--- src/rtl/pipe_exe_div.sv ---
// Iterative restoring divider for MIPS DIV/DIVU in the EXE stage.
// One quotient bit per cycle; stalls the ID/EXE register until the result is ready.
module pipe_exe_div #(
  parameter int unsigned WIDTH = 32,
  parameter int unsigned CNT_W = 5
) (
  input  logic             clk,
  input  logic             rst,
  input  logic             start,
  input  logic             is_signed,
  input  logic [WIDTH-1:0] dividend,
  input  logic [WIDTH-1:0] divisor,
  output logic             stall,
  output logic             busy,
  output logic             done,
  output logic [WIDTH-1:0] quotient,
  output logic [WIDTH-1:0] remainder,
  output logic             div_zero
);

  typedef enum logic [1:0] {StIdle, StRun, StFix, StDone} state_e;

  state_e             r_state;
  state_e             w_state_next;
  logic [CNT_W-1:0]   r_cnt;
  logic [WIDTH-1:0]   r_rem;
  logic [WIDTH-1:0]   r_quo;
  logic [WIDTH-1:0]   r_dsr;
  logic [WIDTH-1:0]   r_raw;
  logic               r_q_neg;
  logic               r_r_neg;
  logic               r_dsr_zero;
  logic [WIDTH-1:0]   r_quotient;
  logic [WIDTH-1:0]   r_remainder;
  logic               r_div_zero;
  logic               r_busy;
  logic               r_done;

  logic               w_dvd_neg;
  logic               w_dsr_neg;
  logic [WIDTH-1:0]   w_dvd_mag;
  logic [WIDTH-1:0]   w_dsr_mag;
  logic [WIDTH:0]     w_shift;
  logic [WIDTH:0]     w_diff;
  logic               w_diff_neg;
  logic [WIDTH-1:0]   w_q_fix;
  logic [WIDTH-1:0]   w_r_fix;

  assign w_dvd_neg = is_signed & dividend[WIDTH-1];
  assign w_dsr_neg = is_signed & divisor[WIDTH-1];
  assign w_dvd_mag = w_dvd_neg ? -dividend : dividend;
  assign w_dsr_mag = w_dsr_neg ? -divisor : divisor;

  // Remainder stays below the divisor, so WIDTH+1 bits hold both the shifted value and the sign.
  assign w_shift    = {r_rem, r_quo[WIDTH-1]};
  assign w_diff     = w_shift - {1'b0, r_dsr};
  assign w_diff_neg = w_diff[WIDTH];

  assign w_q_fix = r_q_neg ? -r_quo : r_quo;
  assign w_r_fix = r_r_neg ? -r_rem : r_rem;

  always_comb begin
    w_state_next = r_state;
    stall        = 1'b0;
    unique case (r_state)
      StIdle: begin
        if (start) begin
          w_state_next = StRun;
          stall        = 1'b1;
        end
      end
      StRun: begin
        stall = 1'b1;
        if (&r_cnt) w_state_next = StFix;
      end
      StFix: begin
        stall        = 1'b1;
        w_state_next = StDone;
      end
      StDone: w_state_next = StIdle;
      default: w_state_next = StIdle;
    endcase
  end

  always_ff @(posedge clk) begin
    if (rst) begin
      r_state     <= StIdle;
      r_cnt       <= '0;
      r_rem       <= '0;
      r_quo       <= '0;
      r_dsr       <= '0;
      r_raw       <= '0;
      r_q_neg     <= 1'b0;
      r_r_neg     <= 1'b0;
      r_dsr_zero  <= 1'b0;
      r_quotient  <= '0;
      r_remainder <= '0;
      r_div_zero  <= 1'b0;
      r_busy      <= 1'b0;
      r_done      <= 1'b0;
    end else begin
      r_state <= w_state_next;
      r_busy  <= (w_state_next == StRun) || (w_state_next == StFix);
      r_done  <= (w_state_next == StDone);
      unique case (r_state)
        StIdle: begin
          if (start) begin
            r_cnt      <= '0;
            r_rem      <= '0;
            r_quo      <= w_dvd_mag;
            r_dsr      <= w_dsr_mag;
            r_raw      <= dividend;
            r_q_neg    <= w_dvd_neg ^ w_dsr_neg;
            r_r_neg    <= w_dvd_neg;
            r_dsr_zero <= (divisor == '0);
          end
        end
        StRun: begin
          r_cnt <= r_cnt + CNT_W'(1);
          r_quo <= {r_quo[WIDTH-2:0], ~w_diff_neg};
          r_rem <= w_diff_neg ? w_shift[WIDTH-1:0] : w_diff[WIDTH-1:0];
        end
        StFix: begin
          if (r_dsr_zero) begin
            r_quotient  <= '1;
            r_remainder <= r_raw;
            r_div_zero  <= 1'b1;
          end else begin
            r_quotient  <= w_q_fix;
            r_remainder <= w_r_fix;
            r_div_zero  <= 1'b0;
          end
        end
        StDone: ;
        default: ;
      endcase
    end
  end

  assign busy      = r_busy;
  assign done      = r_done;
  assign quotient  = r_quotient;
  assign remainder = r_remainder;
  assign div_zero  = r_div_zero;

endmodule

--- config.mk ---
export PLATFORM = sky130hd
export DESIGN_NAME = pipe_exe_div
export DESIGN_NICKNAME = d
export VERILOG_FILES = /design/src/rtl/pipe_exe_div.sv
export SDC_FILE = /design/constraint.sdc
export NUM_CORES = 1
export LEC_CHECK = 0
export ABC_AREA = 0
export CAP_MARGIN = 10
export CORE_MARGIN = 2
export CORE_UTILIZATION = 40
export DETAILED_ROUTE_END_ITERATION = 12
export SLEW_MARGIN = 20
export SYNTH_ARGS = -nofsm -noshare
export SYNTH_HDL_FRONTEND = slang
export SYNTH_SLANG_ARGS = --single-unit
--- constraint.sdc ---
create_clock -name clk -period 3 [get_ports clk]
set_input_delay 0.6 -clock clk [delete_from_list [all_inputs] [get_ports clk]]
set_output_delay 0.6 -clock clk [all_outputs]
set_load 0.03 [all_outputs]
After elaboration in Yosys (flattened, before gate mapping)
Index checks and enable logic that the tools add are counted.
W data, S select, Z words.
{ "word_totals": {"regBits": 205, "input_bits": 68, "out_inout_bits": 68, "word_cells": 58} }
{ "op_classes": {"add_sub_neg": 6, "eq_ne": 7, "mux": 19, "bitwise_logic": 4, "reduce_logical": 8} }
{ "ops": {"columns": ["cell", "n"], "rows": [
  ["$mux W32", 9],
  ["$neg A32 Y32", 4],
  ["$pmux W32 S2", 2],
  ["$sub A33 B32 Y33", 1],
  ["$logic_not A32 Y1", 1],
  ["$pmux W5 S2", 1],
  ["$eq A2 B2 Y1 const B", 4],
  ["$pmux W2 S4", 1],
  ["$add A5 B1 Y5 const B", 1],
  ["$mux W5", 1],
  ["$reduce_and A5 Y1", 1],
  ["$eq A2 B1 Y1 const B", 2],
  ["$mux W2", 2],
  ["$reduce_and A2 Y1", 2],
  ["$and A1 B1 Y1", 2],
  ["$logic_not A2 Y1", 1],
  ["$mux W1", 2],
  ["$ne A2 B2 Y1 const B", 1],
  ["$pmux W1 S2", 1],
  ["$reduce_bool A2 Y1", 1],
  ["$reduce_or A2 Y1", 1],
  ["$logic_or A1 B1 Y1", 1],
  ["$not A1 Y1", 1],
  ["$xor A1 B1 Y1", 1]
]} }

Depth between registers and ports, before layout
Gate-level depths: netlist of the first run.
{ "depth": {"ltp_word": 5, "ltp_mapped": 14, "depth_no_buf": 12} }

Least setup slack after synthesis of the first run
Ideal clock, no wire load.
{ "synth_path": {"kind": "register to register", "start": "reg r_quo[31]", "end": "reg r_rem[19]", "setup_time_ns": 0.128, "t_arrival_ns": 2.881, "required_time_ns": 2.872, "setup_slack_ns": -0.009, "stages_incl_launch_ff": 15, "path_buffers": 2, "period_less_slack_ns": 3.009, "path_cell_list": "dfxtp_1 inv_1 ha_1 fa_1 nor2b_1 o31ai_1 a211o_1 nand4bb_1 a41oi_1 a21oi_1 xnor2_1 buf_2 buf_4 mux2i_1 o21ai_0"} }
{ "synth_via": {"elab_chain_cells": 3} }
{ "synth_lines": {"columns": ["element", "line", "source"], "rows": [
  ["start: declaration", "27", "logic [WIDTH-1:0] r_quo;"],
  ["start signal: assignment", "110", "r_quo <= w_dvd_mag;"],
  ["start signal: assignment", "120", "r_quo <= {r_quo[WIDTH-2:0], ~w_diff_neg};"],
  ["$sub A33 B32 Y33", "56", "assign w_diff = w_shift - {1'b0, r_dsr};"],
  ["$mux W32", "121", "r_rem <= w_diff_neg ? w_shift[WIDTH-1:0] : w_diff[WIDTH-1:0];"],
  ["$pmux W32 S2", "105", "unique case (r_state)"],
  ["end signal: assignment", "121", null],
  ["end: declaration", "26", "logic [WIDTH-1:0] r_rem;"]
]} }
Every way passes these cells.
A chain may end at the register's enable or synchronous reset.

Worst setup path in the final report of the first run
{ "layout_path": {"start": "reg r_rem[10]", "end": "reg r_remainder[30] (netlist: remainder[30])"} }
{ "layout_via": {"elab_chain_cells": 3} }
{ "layout_lines": {"columns": ["element", "line", "source"], "rows": [
  ["$neg A32 Y32", "60", "assign w_r_fix = r_r_neg ? -r_rem : r_rem;"],
  ["$mux W32", "60", null],
  ["$mux W32", "124", "if (r_dsr_zero) begin"],
  ["end signal: assignment", "126", "r_remainder <= r_raw;"],
  ["end signal: assignment", "130", "r_remainder <= w_r_fix;"],
  ["end: declaration", "34", "logic [WIDTH-1:0] r_remainder;"]
]} }
Every way passes these cells.

==> results.sh, run 1 <==
export IMPL_status="finished, final reports clean"
export IMPL_reg2reg_to="remainder[30]"
export IMPL_grt_max_degree=97
export IMPL_cpMaxStageDelayCell="or4_4"
export IMPL_worstHoldPathCells=2
export IMPL_cp_max_fo=8
export IMPL_gp_congestion=0.855
export IMPL_drive_above_1_share_pct=13.9
export IMPL_peakVddDrop_mv=0.379
export IMPL_io_buffer_count=135
export IMPL_routedWlPerCell_um=15.2
export IMPL_first_pass_iters=5
export IMPL_post_drt_via_cell_ratio=5.22
export IMPL_cts_sinks=205
export IMPL_yosysTopAreaCellShare_pct=33.3
export IMPL_setup_viol=0
export IMPL_fin_nets=1941
export IMPL_gr_total_overflow=0
export IMPL_hold_path_end="remainder[30]"
export IMPL_path_class="reg -> reg"
export IMPL_drtIter0Drc=537
export IMPL_r2r_cells=9
export IMPL_cp_cell_sequence="or4_4 -> or4_4 -> or4_4 -> nand2b_4 -> nand2b_4 -> o21ai_2 -> xnor2_1 -> nor2_1 -> o32ai_2"
export IMPL_min_period_ps=2890
export IMPL_cp_slowest_stage_delay_ps=520
export IMPL_cpMostUsedCell="or4_4"
export IMPL_fin_util_pct=52.2
export IMPL_ys_ff_latch=205
export IMPL_worst_setup_path_start_kind="register"
export IMPL_insertion_delay_ps=530
export IMPL_r2r_slack_ps=110
export IMPL_avgSynthCellArea_um2=7.71
export IMPL_synth_fp_nets=1711
export IMPL_fp_coreArea_um2=30500
export IMPL_slew_violations=0
export IMPL_synth_top_cell_by_area="dfxtp_1"
export IMPL_max_slew_margin_pct=35.3
export IMPL_cts_tree="yes"
export IMPL_yosysUniqueCellTypes=73
export IMPL_ant_nets=0
export IMPL_dp_hpwl_um=25700
export IMPL_fmax_mhz=346
export IMPL_die_h_um=180
export IMPL_drc=0
export IMPL_fin_crit_sh_pct=96.4
export IMPL_grt_pass1_wl_um=55600
export IMPL_cp_arrival_ps=3330
export IMPL_hold_buffers=0
export IMPL_synth_top_cells_by_area="dfxtp_1 (33%), nand2_1 (7.9%), xnor2_1 (6.0%), o21ai_0 (5.2%), a21oi_1 (5.1%)"
export IMPL_n_fill_cell=2918
export IMPL_vias=11711
export IMPL_rsz0062_at_grt="true"
export IMPL_htreeDepth=1
export IMPL_tightest_slew_ps=971
export IMPL_r2r_start="r_rem[10]"
export IMPL_clkTransAtPathRegs_ps=60
export IMPL_synthFlopType="dfxtp_1"
export IMPL_die_x_um=180
export IMPL_cts_path_max_buffers=3
export IMPL_dieArea_um2=32200
export IMPL_ioPinCount=136
export IMPL_core_rowCount=64
export IMPL_syn2layout_area_growth_pct=29.2
export IMPL_start_util_pct=40.4
export IMPL_drv_cap=0
export IMPL_routed_wl_um=34200
export IMPL_hp_class="in -> reg"
export IMPL_critPathTopFamily="simple AND/OR/NAND/NOR gates"
export IMPL_root_buffer="clkbuf_16"
export IMPL_antenna_found_initial=0
export IMPL_final_hold_viol_count=0
export IMPL_cp_end_kind="register"
export IMPL_hold_slack_ps=334
export IMPL_ys_seq_area_share_pct=33.3
export IMPL_grt_pass1_vias=11019
export IMPL_leakage_nw=6.32
export IMPL_dp_cells=2193
export IMPL_antenna_cells=0
export IMPL_p_per_area_nw_per_um2=449
export IMPL_cp_num_buf_inv=0
export IMPL_synth_edf_count=0
export IMPL_worstPathRequired_ps=3440
export IMPL_synth_area_um2=12300
export IMPL_numCtsBuffers=25
export IMPL_grtUsageTotal_pct=20.2
export IMPL_postSynth_asyncResetShare_pct=0
export IMPL_min_from="rst"
export IMPL_syn_inst=1599
export IMPL_yosysWarnings=0
export IMPL_skew_ps=17.3
export IMPL_instances_no_fill=2242
-- stage by stage --
step | setup slack [ps] | instance area (um2) | power, W | setup TNS (ps)
4_1_cts | 7.91 | 15800 | 0.00721 | 0
6_report | 108 | 15900 | 0.00716 | 0
2_1_floorplan | 53.4 | 12300 | 0.00391 | 0
5_1_grt | -24.8 | 15900 | 0.00751 | -32.2
3_5_place_dp | -321 | 15000 | 0.00444 | -5620
3_3_place_gp | -306 | 15000 | 0.00442 | -3890
-- final cells by class --
cell class	count	area, um2	share of cell area (%)
tap	396	495	3.11
sequential	205	4110	25.8
inverter	55	206	1.30
timing repair buffer	301	2690	16.9
clock buffer	32	672	4.22
multi-input combinational	1241	7690	48.3
clock inverter	12	67.6	0.424
-- logic make-up (layout without fill, tap and decap cells) --
kind of cell	count (synthesis)	in the layout	share of synthesized area, %
XOR/XNOR	146	146	10.4
adder cells (fa/ha/maj)	44	44	4.53
buffers and inverters	153	400	5.24
flip-flops	205	205	33.3
AO/OA/AOI/OAI	441	441	22.1
multiplexers	57	57	4.64
AND/OR/NAND/NOR	553	553	19.9
-- power breakdown --
part	internal, W	switching (W)	leakage (nW)
Combinational	0.000643	0.000794	4.27
Sequential	0.00285	0.000116	1.67
Clock	0.00158	0.00118	0.377
Total	0.00507	0.00209	6.32
-- per-layer routing --
metal / GRT usage, % / wire length, um
met1: 27.0 / 16300
met2: 34.6 / 15900
met3: 2.61 / 1240
met4: 4.91 / 762
met5: 0 / 0
-- registers in the layout, summed over array words and instances (netlist names) --
register / flops
r_r_neg: 1
r_dsr_zero: 1
r_quo: 32
busy: 1
r_q_neg: 1
r_dsr: 32
r_rem: 32
r_raw: 32
div_zero: 1
quotient: 32
r_cnt: 5
remainder: 32
r_state: 2
done: 1
-- worst reg2reg max path, cell delays in order, from the launching register on --
cell and delay [ps]:
dfxtp_2 380, or4_4 520, or4_4 440, or4_4 520
nand2b_4 180, nand2b_4 170, o21ai_2 150, xnor2_1 130
nor2_1 70, o32ai_2 260
-- how the worst max path moves through the flow --
stage	from	to	depth (start not counted)
floorplan	r_quo[31]	r_rem[19]	14
global placement	divisor[8]	r_dsr[27]	8
detailed placement	divisor[8]	r_dsr[27]	8
CTS	r_rem[13]	remainder[30]	10
global route	r_dsr[5]	r_rem[31]	13
finish	r_rem[10]	remainder[30]	9
-- synth_stat cells, types with 8 or more instances --
| cell type | number |
|---|---|
| nand2_1 | 259 |
| dfxtp_1 | 205 |
| nor2_1 | 154 |
| o21ai_0 | 129 |
| a21oi_1 | 126 |
| xnor2_1 | 84 |
| clkbuf_1 | 81 |
| xor2_1 | 62 |
| mux2i_1 | 56 |
| inv_1 | 55 |
| ha_1 | 43 |
| a211oi_1 | 33 |
| o22ai_1 | 33 |
| o31ai_1 | 31 |
| nor3_1 | 24 |
| nand2b_1 | 15 |
| nand3_1 | 15 |
| or3_1 | 15 |
| a21o_1 | 14 |
| o41ai_1 | 12 |
| or4_1 | 11 |
| nor4_1 | 10 |
| o21a_1 | 10 |
| nor2b_1 | 9 |
| or2_2 | 8 |
-- placed cells by master (no fill, tap or decap), types with 30 or more instances in the layout --
cell type | netlist | layout
dfxtp_1 | 205 | 199
clkdlybuf4s50_1 | 0 | 133
nor2_1 | 154 | 153
xor2_1 | 62 | 62
o22ai_1 | 33 | 33
buf_4 | 2 | 158
nand2_1 | 259 | 259
o31ai_1 | 31 | 30
a21oi_1 | 126 | 124
mux2i_1 | 56 | 56
ha_1 | 43 | 41
o21ai_0 | 129 | 128
xnor2_1 | 84 | 83
inv_1 | 55 | 55
a211oi_1 | 33 | 33
-- what timing repair did --
item | CTS | global route
gates cloned | 0 | 1
pin swaps | 11 | 12
setup endpoints to repair | 33 | 43
setup buffers | 4 | 2
resized for setup | 13 | 14
No activity file was read; power rests on OpenSTA's default activity.
==> run 2: changes to the inputs <==
- ABC_CLOCK_PERIOD_IN_PS: unset -> 3000
- CTS_BUF_LIST: unset -> sky130_fd_sc_hd__clkbuf_4 sky130_fd_sc_hd__clkbuf_8
==> run 2 against run 1 <==
- via count is 0.57% higher
- register-to-register slack hardly changed
- clock skew is 5.6 ps higher
- hold slack worse by 1.9 ps
- critical path depth stayed put
- clock power is 2% higher
- setup slack better by 5.1 ps
- non-clock buffer count is 1 higher
- die area stayed put
- combinational power hardly changed
- final cell count is 0.89% higher
- critical path type unchanged
- critical endpoint unchanged
- highest routed layer unchanged
==> results.sh, run 2 (synthesis results as in run 1) <==
export IMPL_cpMostUsedCell="or4_4"
export IMPL_p_int_w=0.00514
export IMPL_p_per_area_nw_per_um2=451
export IMPL_hold_buffers=0
export IMPL_worst_setup_path_start_kind="register"
export IMPL_core_rowCount=64
export IMPL_start_util_pct=40.4
export IMPL_instances_no_fill=2262
export IMPL_share_comb_of_total_power_pct=19.9
export IMPL_drv_cap=0
export IMPL_p_sw_w=0.00207
export IMPL_cp_cell_sequence="or4_4 -> or4_4 -> or4_4 -> nand2b_4 -> nand2b_4 -> o21ai_2 -> xnor2_1 -> nor2_1 -> o32ai_2"
export IMPL_ioPinCount=136
export IMPL_post_drt_via_cell_ratio=5.21
export IMPL_worstHoldPathCells=2
export IMPL_critPathTopFamily="simple AND/OR/NAND/NOR gates"
export IMPL_dp_hpwl_um=25700
export IMPL_n_fill_cell=2922
export IMPL_cp_max_fo=5
export IMPL_worstPathRequired_ps=3440
export IMPL_htreeDepth=2
export IMPL_fmax_mhz=346
export IMPL_fin_nets=1955
export IMPL_dp_cells=2193
export IMPL_reg2reg_to="remainder[30]"
export IMPL_hold_slack_ps=333
export IMPL_dieArea_um2=32200
export IMPL_fin_crit_sh_pct=96.2
export IMPL_r2r_slack_ps=110
export IMPL_final_hold_viol_count=0
export IMPL_fin_util_pct=52.5
export IMPL_drc=0
export IMPL_p_clk_share_pct=39.0
export IMPL_worst_slack_ps=113
export IMPL_r2r_start="r_rem[11]"
export IMPL_vias=11778
export IMPL_final_cell_mix="nand2_1 (259), dfxtp_1 (199), buf_4 (159), nor2_1 (153), clkdlybuf4s50_1 (133)"
export IMPL_routed_wl_um=34300
export IMPL_peakVddDrop_mv=0.203
export IMPL_cp_arrival_ps=3330
export IMPL_gr_total_overflow=0
export IMPL_pre_cts_slack_ps=-321
export IMPL_routedWlPerCell_um=15.2
export IMPL_cpMaxStageDelayCell="or4_4"
export IMPL_tightest_slew_ps=969
export IMPL_max_slew_margin_pct=35.4
export IMPL_met2_usage_pct=34.0
export IMPL_root_buffer="clkbuf_8"
export IMPL_crit_start="r_rem[11]"
export IMPL_rsz0062_at_grt="true"
export IMPL_drtIter0Drc=559
export IMPL_fp_coreArea_um2=30500
export IMPL_io_buffer_count=135
export IMPL_switching_share_pct=28.7
export IMPL_die_h_um=180
export IMPL_tns_ps=0
export IMPL_cts_tree="yes"
export IMPL_leakage_nw=6.37
export IMPL_final_common_cell="nand2_1"
export IMPL_grt_use_met3_pct=3.06
export IMPL_gp_congestion=0.855
export IMPL_numCtsBuffers=38
export IMPL_path_class="reg -> reg"
export IMPL_hold_path_end="remainder[30]"
export IMPL_cp_end_kind="register"
export IMPL_grt_pass1_vias=11090
export IMPL_slew_violations=0
export IMPL_setup_viol=0
export IMPL_clkTransAtPathRegs_ps=60
export IMPL_min_from="rst"
export IMPL_grtUsageTotal_pct=20.4
export IMPL_ant_nets=0
export IMPL_insertion_delay_ps=540
export IMPL_grt_max_degree=97
export IMPL_r2r_cells=9
export IMPL_grt_util_met1_pct=27.3
export IMPL_cts_path_max_buffers=3
export IMPL_cts_sinks=205
export IMPL_antenna_cells=0
export IMPL_first_pass_iters=5
export IMPL_die_x_um=180
export IMPL_syn2layout_area_growth_pct=29.8
export IMPL_drive_above_1_share_pct=15.1
export IMPL_cp_slowest_stage_delay_ps=540
export IMPL_hp_class="in -> reg"
export IMPL_skew_ps=22.9
export IMPL_grt_pass1_wl_um=55800
export IMPL_grt_busiest_layer="met2"
export IMPL_p_seq_share_pct=41.1
export IMPL_antenna_found_initial=0
export IMPL_min_period_ps=2890
export IMPL_status="finished, final reports clean"
export IMPL_cp_num_buf_inv=0
## run 2: cell count changes in the layout (fill, tap and decap cells not counted), moves of 2 or more
cell,change
clkbuf_8,+47
clkbuf_16,-25
clkbuf_4,+9
clkinv_2,-7
clkbuf_1,-5
inv_6,-2
## run 2: worst max path at each step
stage	to	slack [ps]	depth (start not counted)
2_1_floorplan	r_rem[19]	50	14
3_3_place_gp	r_dsr[27]	-310	8
3_5_place_dp	r_dsr[27]	-320	8
4_1_cts	remainder[30]	10	10
5_1_grt	r_rem[31]	-30	13
6_report	remainder[30]	110	9
## run 2: repair_timing
action	CTS	global route
pin swaps	12	12
hold endpoints to repair	0	0
setup buffers	5	2
gates resized for setup	13	17
cloned	0	1
setup endpoints to repair	34	41
## run 2: layer usage
metal / wire (um) / share of wire (%)
met3: 1380 / 4.0
met1: 16300 / 48
met2: 15800 / 46
met4: 869 / 2.5
met5: 0 / 0
## run 2: final cells by class
type	count	area [um2]	share of cell area (%)
multi-input combinational	1241	7690	48.1
clock inverter	5	52.6	0.328
clock buffer	58	742	4.64
tap	396	495	3.10
inverter	55	206	1.29
sequential	205	4110	25.7
timing repair buffer	302	2700	16.9
## run 2: worst reg2reg max path, stage by stage (launching register included)
cell and delay (ps):
dfxtp_2 350, or4_4 540, or4_4 450, or4_4 520, nand2b_4 180, nand2b_4 170, o21ai_2 150, xnor2_1 130
nor2_1 70, o32ai_2 260
## run 2: power groups by stage
stage	registers [W]	clock network, W	logic, W
floorplan	0.00299	0	0.000921
global placement	0.00302	0	0.00140
detailed placement	0.00303	0	0.00142
CTS	0.00297	0.00288	0.00143
global route	0.00298	0.00302	0.00160
finish	0.00297	0.00281	0.00144
## run 2: through the flow
stage	power [W]	cell area, um2
after floorplan	0.00391	12300
final	0.00722	16000
after CTS	0.00728	15900
after global placement	0.00442	15000
after detailed placement	0.00444	15000
after global routing	0.00760	16000
